## config.mk

```make
export PLATFORM = sky130hd
export DESIGN_NAME = mem_bus_arbiter
export DESIGN_NICKNAME = d
export VERILOG_FILES = /design/src/rtl/mem_arb_pkg.sv /design/src/rtl/mem_arb_grant.sv /design/src/rtl/mem_bus_arbiter.sv
export SDC_FILE = /design/constraint.sdc
export NUM_CORES = 1
export LEC_CHECK = 0
export CAP_MARGIN = 30
export CORE_ASPECT_RATIO = 0.9
export CORE_MARGIN = 2
export CORE_UTILIZATION = 38
export CTS_BUF_LIST = sky130_fd_sc_hd__clkbuf_2
export DETAILED_ROUTE_END_ITERATION = 8
export HOLD_SLACK_MARGIN = 0.03
export PLACE_DENSITY = 0.79
export SLEW_MARGIN = 10
export SYNTH_ARGS = -nofsm -noshare
export SYNTH_HDL_FRONTEND = slang
export SYNTH_SLANG_ARGS = --single-unit
```

## constraint.sdc

```tcl
create_clock -name CLK -period 1.6 [get_ports CLK]
set_clock_uncertainty 0.15 [all_clocks]
set_input_delay 0.24 -clock CLK [delete_from_list [all_inputs] [get_ports CLK]]
set_output_delay 0.24 -clock CLK [all_outputs]
set_load 0.05 [all_outputs]
```

## src/rtl/mem_arb_pkg.sv

```systemverilog
`default_nettype none
// ============================================================================
//  Module   : mem_arb_pkg
//  Purpose  : Shared types and helpers for the program/data memory arbiter.
//  Revision : 1.0 - initial release
// ============================================================================
package mem_arb_pkg;

    typedef enum logic [1:0] {
        ST_IDLE  = 2'd0,
        ST_ISSUE = 2'd1,
        ST_WAIT  = 2'd2,
        ST_DONE  = 2'd3
    } state_t;

    typedef enum logic {
        OWN_DATA = 1'b0,
        OWN_PROG = 1'b1
    } owner_t;

    // Latency counter width; never below one bit.
    function automatic int lat_cnt_w(input int lat);
        return (lat < 1) ? 1 : $clog2(lat + 1);
    endfunction

endpackage
`default_nettype wire

```

## src/rtl/mem_arb_grant.sv

```systemverilog
`default_nettype none
// ============================================================================
//  Module   : mem_arb_grant
//  Purpose  : Data-priority grant decision with bounded fetch starvation.
//  Revision : 1.0 - initial release
// ============================================================================
module mem_arb_grant #(
    parameter int MAX_DATA_BURST = 4
) (
    input  logic CLK,
    input  logic reset,
    input  logic CS,
    input  logic CS_P,
    input  logic grant_en,
    output logic grant_prog
);

    localparam int c_streak_w = (MAX_DATA_BURST < 1) ? 1 : $clog2(MAX_DATA_BURST + 1);
    localparam logic [c_streak_w-1:0] c_streak_max = c_streak_w'(MAX_DATA_BURST);

    logic [c_streak_w-1:0] r_streak;

    // Fetch wins when alone, or when data has used up its burst allowance.
    assign grant_prog = CS_P && (!CS || (r_streak == c_streak_max));

    always_ff @(posedge CLK) begin
        if (!reset) begin
            r_streak <= '0;
        end else if (grant_en) begin
            if (grant_prog) begin
                r_streak <= '0;
            end else if (CS_P && (r_streak != c_streak_max)) begin
                r_streak <= r_streak + 1'b1;
            end
        end
    end

endmodule
`default_nettype wire

```

## src/rtl/mem_bus_arbiter.sv

```systemverilog
`default_nettype none
// ============================================================================
//  Module   : mem_bus_arbiter
//  Purpose  : Serialises CPU fetch and data ports onto one single-ported memory.
//  Revision : 1.0 - initial release
// ============================================================================
module mem_bus_arbiter
    import mem_arb_pkg::*;
#(
    parameter int ADDR_W         = 32,
    parameter int DATA_W         = 32,
    parameter int MEM_LAT        = 2,
    parameter int MAX_DATA_BURST = 4
) (
    input  logic              CLK,
    input  logic              reset,
    input  logic              CS,
    input  logic              WE,
    input  logic [ADDR_W-1:0] ADDR,
    input  logic [DATA_W-1:0] Data_BUS_WRITE,
    output logic [DATA_W-1:0] Data_BUS_READ,
    output logic              d_ready,
    input  logic              CS_P,
    input  logic [ADDR_W-1:0] ADDR_Prog,
    output logic [DATA_W-1:0] Prog_BUS_READ,
    output logic              p_ready,
    output logic              mem_cs,
    output logic              mem_we,
    output logic [ADDR_W-1:0] mem_addr,
    output logic [DATA_W-1:0] mem_wdata,
    input  logic [DATA_W-1:0] mem_rdata
);

    localparam int c_cnt_w = lat_cnt_w(MEM_LAT);
    localparam logic [c_cnt_w-1:0] c_cnt_init = c_cnt_w'(MEM_LAT - 1);

    state_t              r_state;
    owner_t              r_owner;
    logic                r_we;
    logic [c_cnt_w-1:0]  r_cnt;
    logic [DATA_W-1:0]   r_dbus;
    logic [DATA_W-1:0]   r_pbus;
    logic                r_d_ready;
    logic                r_p_ready;
    logic                r_mem_cs;
    logic                r_mem_we;
    logic [ADDR_W-1:0]   r_mem_addr;
    logic [DATA_W-1:0]   r_mem_wdata;

    logic w_grant_en;
    logic w_grant_prog;

    assign w_grant_en = (r_state == ST_IDLE) && (CS || CS_P);

    mem_arb_grant #(
        .MAX_DATA_BURST (MAX_DATA_BURST)
    ) u_grant (
        .CLK        (CLK),
        .reset      (reset),
        .CS         (CS),
        .CS_P       (CS_P),
        .grant_en   (w_grant_en),
        .grant_prog (w_grant_prog)
    );

    always_ff @(posedge CLK) begin
        if (!reset) begin
            r_state     <= ST_IDLE;
            r_owner     <= OWN_DATA;
            r_we        <= 1'b0;
            r_cnt       <= '0;
            r_dbus      <= '0;
            r_pbus      <= '0;
            r_d_ready   <= 1'b0;
            r_p_ready   <= 1'b0;
            r_mem_cs    <= 1'b0;
            r_mem_we    <= 1'b0;
            r_mem_addr  <= '0;
            r_mem_wdata <= '0;
        end else begin
            case (r_state)
                ST_IDLE: begin
                    if (w_grant_en) begin
                        r_owner     <= w_grant_prog ? OWN_PROG : OWN_DATA;
                        r_we        <= !w_grant_prog && WE;
                        r_mem_cs    <= 1'b1;
                        r_mem_we    <= !w_grant_prog && WE;
                        r_mem_addr  <= w_grant_prog ? ADDR_Prog : ADDR;
                        r_mem_wdata <= Data_BUS_WRITE;
                        r_state     <= ST_ISSUE;
                    end
                end
                ST_ISSUE: begin
                    r_mem_cs <= 1'b0;
                    r_mem_we <= 1'b0;
                    if (r_we) begin
                        r_d_ready <= 1'b1;
                        r_state   <= ST_DONE;
                    end else begin
                        r_cnt   <= c_cnt_init;
                        r_state <= ST_WAIT;
                    end
                end
                ST_WAIT: begin
                    // Leaving WAIT is the edge on which mem_rdata is valid.
                    if (r_cnt == '0) begin
                        if (r_owner == OWN_PROG) begin
                            r_pbus    <= mem_rdata;
                            r_p_ready <= 1'b1;
                        end else begin
                            r_dbus    <= mem_rdata;
                            r_d_ready <= 1'b1;
                        end
                        r_state <= ST_DONE;
                    end else begin
                        r_cnt <= r_cnt - 1'b1;
                    end
                end
                ST_DONE: begin
                    r_d_ready <= 1'b0;
                    r_p_ready <= 1'b0;
                    r_state   <= ST_IDLE;
                end
                default: r_state <= ST_IDLE;
            endcase
        end
    end

    assign Data_BUS_READ = r_dbus;
    assign Prog_BUS_READ = r_pbus;
    assign d_ready       = r_d_ready;
    assign p_ready       = r_p_ready;
    assign mem_cs        = r_mem_cs;
    assign mem_we        = r_mem_we;
    assign mem_addr      = r_mem_addr;
    assign mem_wdata     = r_mem_wdata;

endmodule
`default_nettype wire

```

==> results.cfg, run 1 <==
[synth]
synth_top_area_cell = dfxtp_1
synth-edff-count = 0
synthTopCellsByArea = dfxtp_1 (52%), nand2_1 (14%), a21oi_1 (13%)
synth_area_mm2 = 0.00548
synth_cells = 699
synth_simple_gate_area_share = 0.163
synth_top_area_frac = 0.515
synth_warnings = 0
synthMuxAreaShare = 0.00205
synthTopCellsByCount = nand2_1 (202), dfxtp_1 (141), a21oi_1 (137), o21ai_0 (66), clkbuf_1 (47)
synth.avg_cell_area_um2 = 7.84
synth.most_common_cell = nand2_1
synth_ff_type = dfxtp_1
synth_fp_nets = 839
ys_ff_latch = 141
synth.yosys.seq_area_share = 0.515
synth_fa_ha_area_frac = 0.0160
synth.distinct_cells = 38
synth_top_family_by_area = compound AO/OA/AOI/OAI gates
synth_xor_area_frac = 0
async_reset_ff_frac = 0
synth-compound-area-share = 0.253

[clocking]
h-tree-depth = 4
cts_buffer_depth = 2
cts_made_buffers = 17
clock_sinks = 141
cts_root_buf = clkbuf_2

[placement]
gp_congestion = 0.772
place_ws_ns = -0.299
dpl.hpwl_mm = 14.1
dpl_cell_area_mm2 = 0.0100
portBuffers = 264

[global_route]
grt_usage = 0.842
overflow = 334
grt_max_degree = 34

[die]
die_h_um = 118
initial_core_util = 0.390
rows = 41
ios = 265
die_x_um = 131

[outcome]
outcome = stopped before the end
lastStage = 5_1_grt
error_line = [ERROR GRT-0232] Routing congestion too high. Check the congestion heatmap in the GUI.

[sta]
worst_endpoint_kind = top-level output
postGrtWorstEndpoint = mem_addr[0]
logic make-up after synthesis:
logic type	count (synthesis)
AND/OR/NAND/NOR	223
AO/OA/AOI/OAI	256
flip-flops	141
adder cells (fa/ha/maj)	7
buffers and inverters	71
multiplexers	1
timing repair:
action / CTS
setup endpoints to repair: 271
hold buffers: 129
endpoints found under the hold margin: 130
setup buffers: 13
pin swaps: 0
gates resized for setup: 150
gates cloned: 0
metrics by stage:
step,cells,utilization
after detailed placement,1140,0.711
after global placement,1140,0.711
after CTS,1313,0.844
after floorplan,699,-
routing by layer:
metal / track usage / overflow
met1: 0.812 / 1
met2: 1.01 / 212
met3: 0.704 / 1
met4: 0.907 / 120
met5: 0.176 / 0
==> inputs of run 2 (changes only) <==
--- a/config.mk
+++ b/config.mk
@@ -6,13 +6,10 @@
 export NUM_CORES = 1
 export LEC_CHECK = 0
 export CAP_MARGIN = 30
-export CORE_ASPECT_RATIO = 0.9
 export CORE_MARGIN = 2
-export CORE_UTILIZATION = 38
-export CTS_BUF_LIST = sky130_fd_sc_hd__clkbuf_2
+export CORE_UTILIZATION = 40
 export DETAILED_ROUTE_END_ITERATION = 8
-export HOLD_SLACK_MARGIN = 0.03
-export PLACE_DENSITY = 0.79
+export PLACE_DENSITY_LB_ADDON = 0.15
 export SLEW_MARGIN = 10
 export SYNTH_ARGS = -nofsm -noshare
 export SYNTH_HDL_FRONTEND = slang
==> constraint.sdc (replaced) <==
create_clock -name CLK -period 2.08 [get_ports CLK]
set_clock_uncertainty 0.15 [all_clocks]
set_input_delay 0.312 -clock CLK [delete_from_list [all_inputs] [get_ports CLK]]
set_output_delay 0.312 -clock CLK [all_outputs]
set_load 0.05 [all_outputs]
==> results.cfg, run 2 <==
[outcome]
outcome = finished clean

[synth]
synth-edff-count = 0
async_reset_ff_frac = 0
synth_ff_type = dfxtp_1
synthTopCellsByArea = dfxtp_1 (52%), nand2_1 (14%), a21oi_1 (13%)
synth.distinct_cells = 38
synth_top_area_frac = 0.515
synth.most_common_cell = nand2_1
synth.yosys.seq_area_share = 0.515
synth.avg_cell_area_um2 = 7.84
synth_cells = 699
synth_warnings = 0
ys_ff_latch = 141
synth_fp_nets = 839
synthTopCellsByCount = nand2_1 (202), dfxtp_1 (141), a21oi_1 (137), o21ai_0 (66), clkbuf_1 (47)
synth_top_area_cell = dfxtp_1
synth_area_mm2 = 0.00548

[hold_path]
min_to = Data_BUS_READ[1]
hold_class = reg -> reg
min_path_cells = 2
hp-start = Data_BUS_READ[1]

[cells_and_area]
nFillCells = 1084
diodes = 0
synthToLayoutAreaGrowth_pct = 62.8
stdcell_count = 1125
layout_common_cells = clkdlybuf4s50_1 (250), nand2_1 (202), dfxtp_1 (141)
design_area_mm2 = 0.00892
drive_above_1_share = 0.0580
final_nets = 1082
final_common_cell = clkdlybuf4s50_1

[global_route]
antenna_found_initial = 0
overflow = 0
grt_max_degree = 67
grt_pass1_wl_mm = 27.5
grt_pass1_vias = 5731
grt_usage = 0.234

[clocking]
path_clk_slew_ns = 0.05
cts_tree = yes
h-tree-depth = 4
cts-hold-fix-buffers = 0
cts_root_buf = clkbuf_16
cts_made_buffers = 17
cts_buffer_depth = 2
clock_sinks = 141
insertion_delay_ns = 0.41

[die]
rows = 42
initial_core_util = 0.412
ios = 265
dieArea_mm2 = 0.0147
die_x_um = 121
core_region_area_mm2 = 0.0133
die_h_um = 121

[setup_path]
crit_type = reg -> out
timing.rr.start = r_state[0]
crit_path_max_incr_delay_ns = 0.84
endpoint_kind = primary output
critPathBufInv = 1
timing.rr.end = Data_BUS_READ[24]
crit_slowest_cell = clkdlybuf4s50_1
cp-start-kind = flop
critPathArrivalTime_ns = 1.57
cpLargestDelayFamily = buffers and inverters
r2r_slack_ns = 0.25
ff2ff_path_depth = 6
path_cells = clkdlybuf4s50_1
cp_max_fo = 2
required_ns = 1.62

[pwr]
leakage_uw = 0.00336
p_per_area_mw_per_mm2 = 1310
ir_worst_vdd_uv = 1040
total_power_uw = 11700

[placement]
dpl.hpwl_mm = 12.3
dpl_cell_area_mm2 = 0.00839
gp_congestion = 0.833
dpl.cell_count = 1099
portBuffers = 264

[route]
drc = 0
drt_iter0_drc = 407
wirelength_mm = 17.5
drt_pre_antenna_iters = 5
vias = 5863
wl_per_cell_um = 15.5
detail-route-antenna-nets = 0
via_per_inst = 5.21

[sta]
finalSetupViolations = 0
hold_ws_ns = 0.300
fin_crit_sh = 0.979
fmax_mhz = 491
worst_slew_pin_slew_ns = 0.564
relSlewSlack = 0.623
rsz0062_at_grt = false
fin_tns_setup_ns = 0
hold_viol_final = 0
drv_slew = 0
min_period_ns = 2.04

[flow_run]
drv_cap = 0
==> run 2: cell counts after synthesis <==
Identical to the previous run, type by type.
==> run 2: worst max path at each step <==
stage / startpoint / end / slack [ns] / cells past startpoint
2_1_floorplan: r_state[0] / Prog_BUS_READ[10] / 0.39 / 7
3_5_place_dp: CS / mem_addr[21] / 0.10 / 6
6_report: mem_wdata[2] / mem_wdata[2] / 0.04 / 1
3_3_place_gp: CS / mem_addr[20] / 0.17 / 6
4_1_cts: Data_BUS_READ[20] / Data_BUS_READ[20] / 0.006 / 1
5_1_grt: mem_addr[17] / mem_addr[17] / 0.001 / 1
==> run 2: power by group <==
group / switching [µW] / internal (µW)
Sequential: 320 / 3290
Clock: 1020 / 1610
Combinational: 3550 / 1900
==> run 2: metal layers <==
layer,wire (µm),GRT usage
met1,7010,0.272
met2,8660,0.399
met3,1450,0.0738
met4,337,0.0908
met5,0,0
==> run 2: stage by stage <==
stage          utilization  setup WS [ns]
2_1_floorplan            -          0.388
3_3_place_gp         0.631          0.173
3_5_place_dp         0.631          0.102
4_1_cts              0.669        0.00552
5_1_grt              0.671        0.00127
6_report             0.671         0.0441
==> run 2: final cells by class <==
cell class | count | area [µm²] | share of cell area
clock inverter | 2 | 12.5 | 0.00140
multi-input combinational | 487 | 2390 | 0.268
clock buffer | 24 | 492 | 0.0551
inverter | 10 | 38.8 | 0.00435
sequential | 141 | 2820 | 0.316
timing repair buffer | 285 | 2950 | 0.330
tap | 176 | 220 | 0.0247
==> run 2: what timing repair did <==
action	4_1_cts	5_1_grt
gates resized for setup	0	11
setup endpoints to repair	0	11
setup buffers	0	0
==> run 2: logic make-up (layout without fill, tap and decap cells) <==
family	after synthesis	count (layout)	share of synthesized area
buffers and inverters	71	321	0.0511
flip-flops	141	141	0.515
AO/OA/AOI/OAI	256	256	0.253
adder cells (fa/ha/maj)	7	7	0.0160
multiplexers	1	1	0.00205
AND/OR/NAND/NOR	223	223	0.163
No activity file was read; power rests on OpenSTA's default activity.
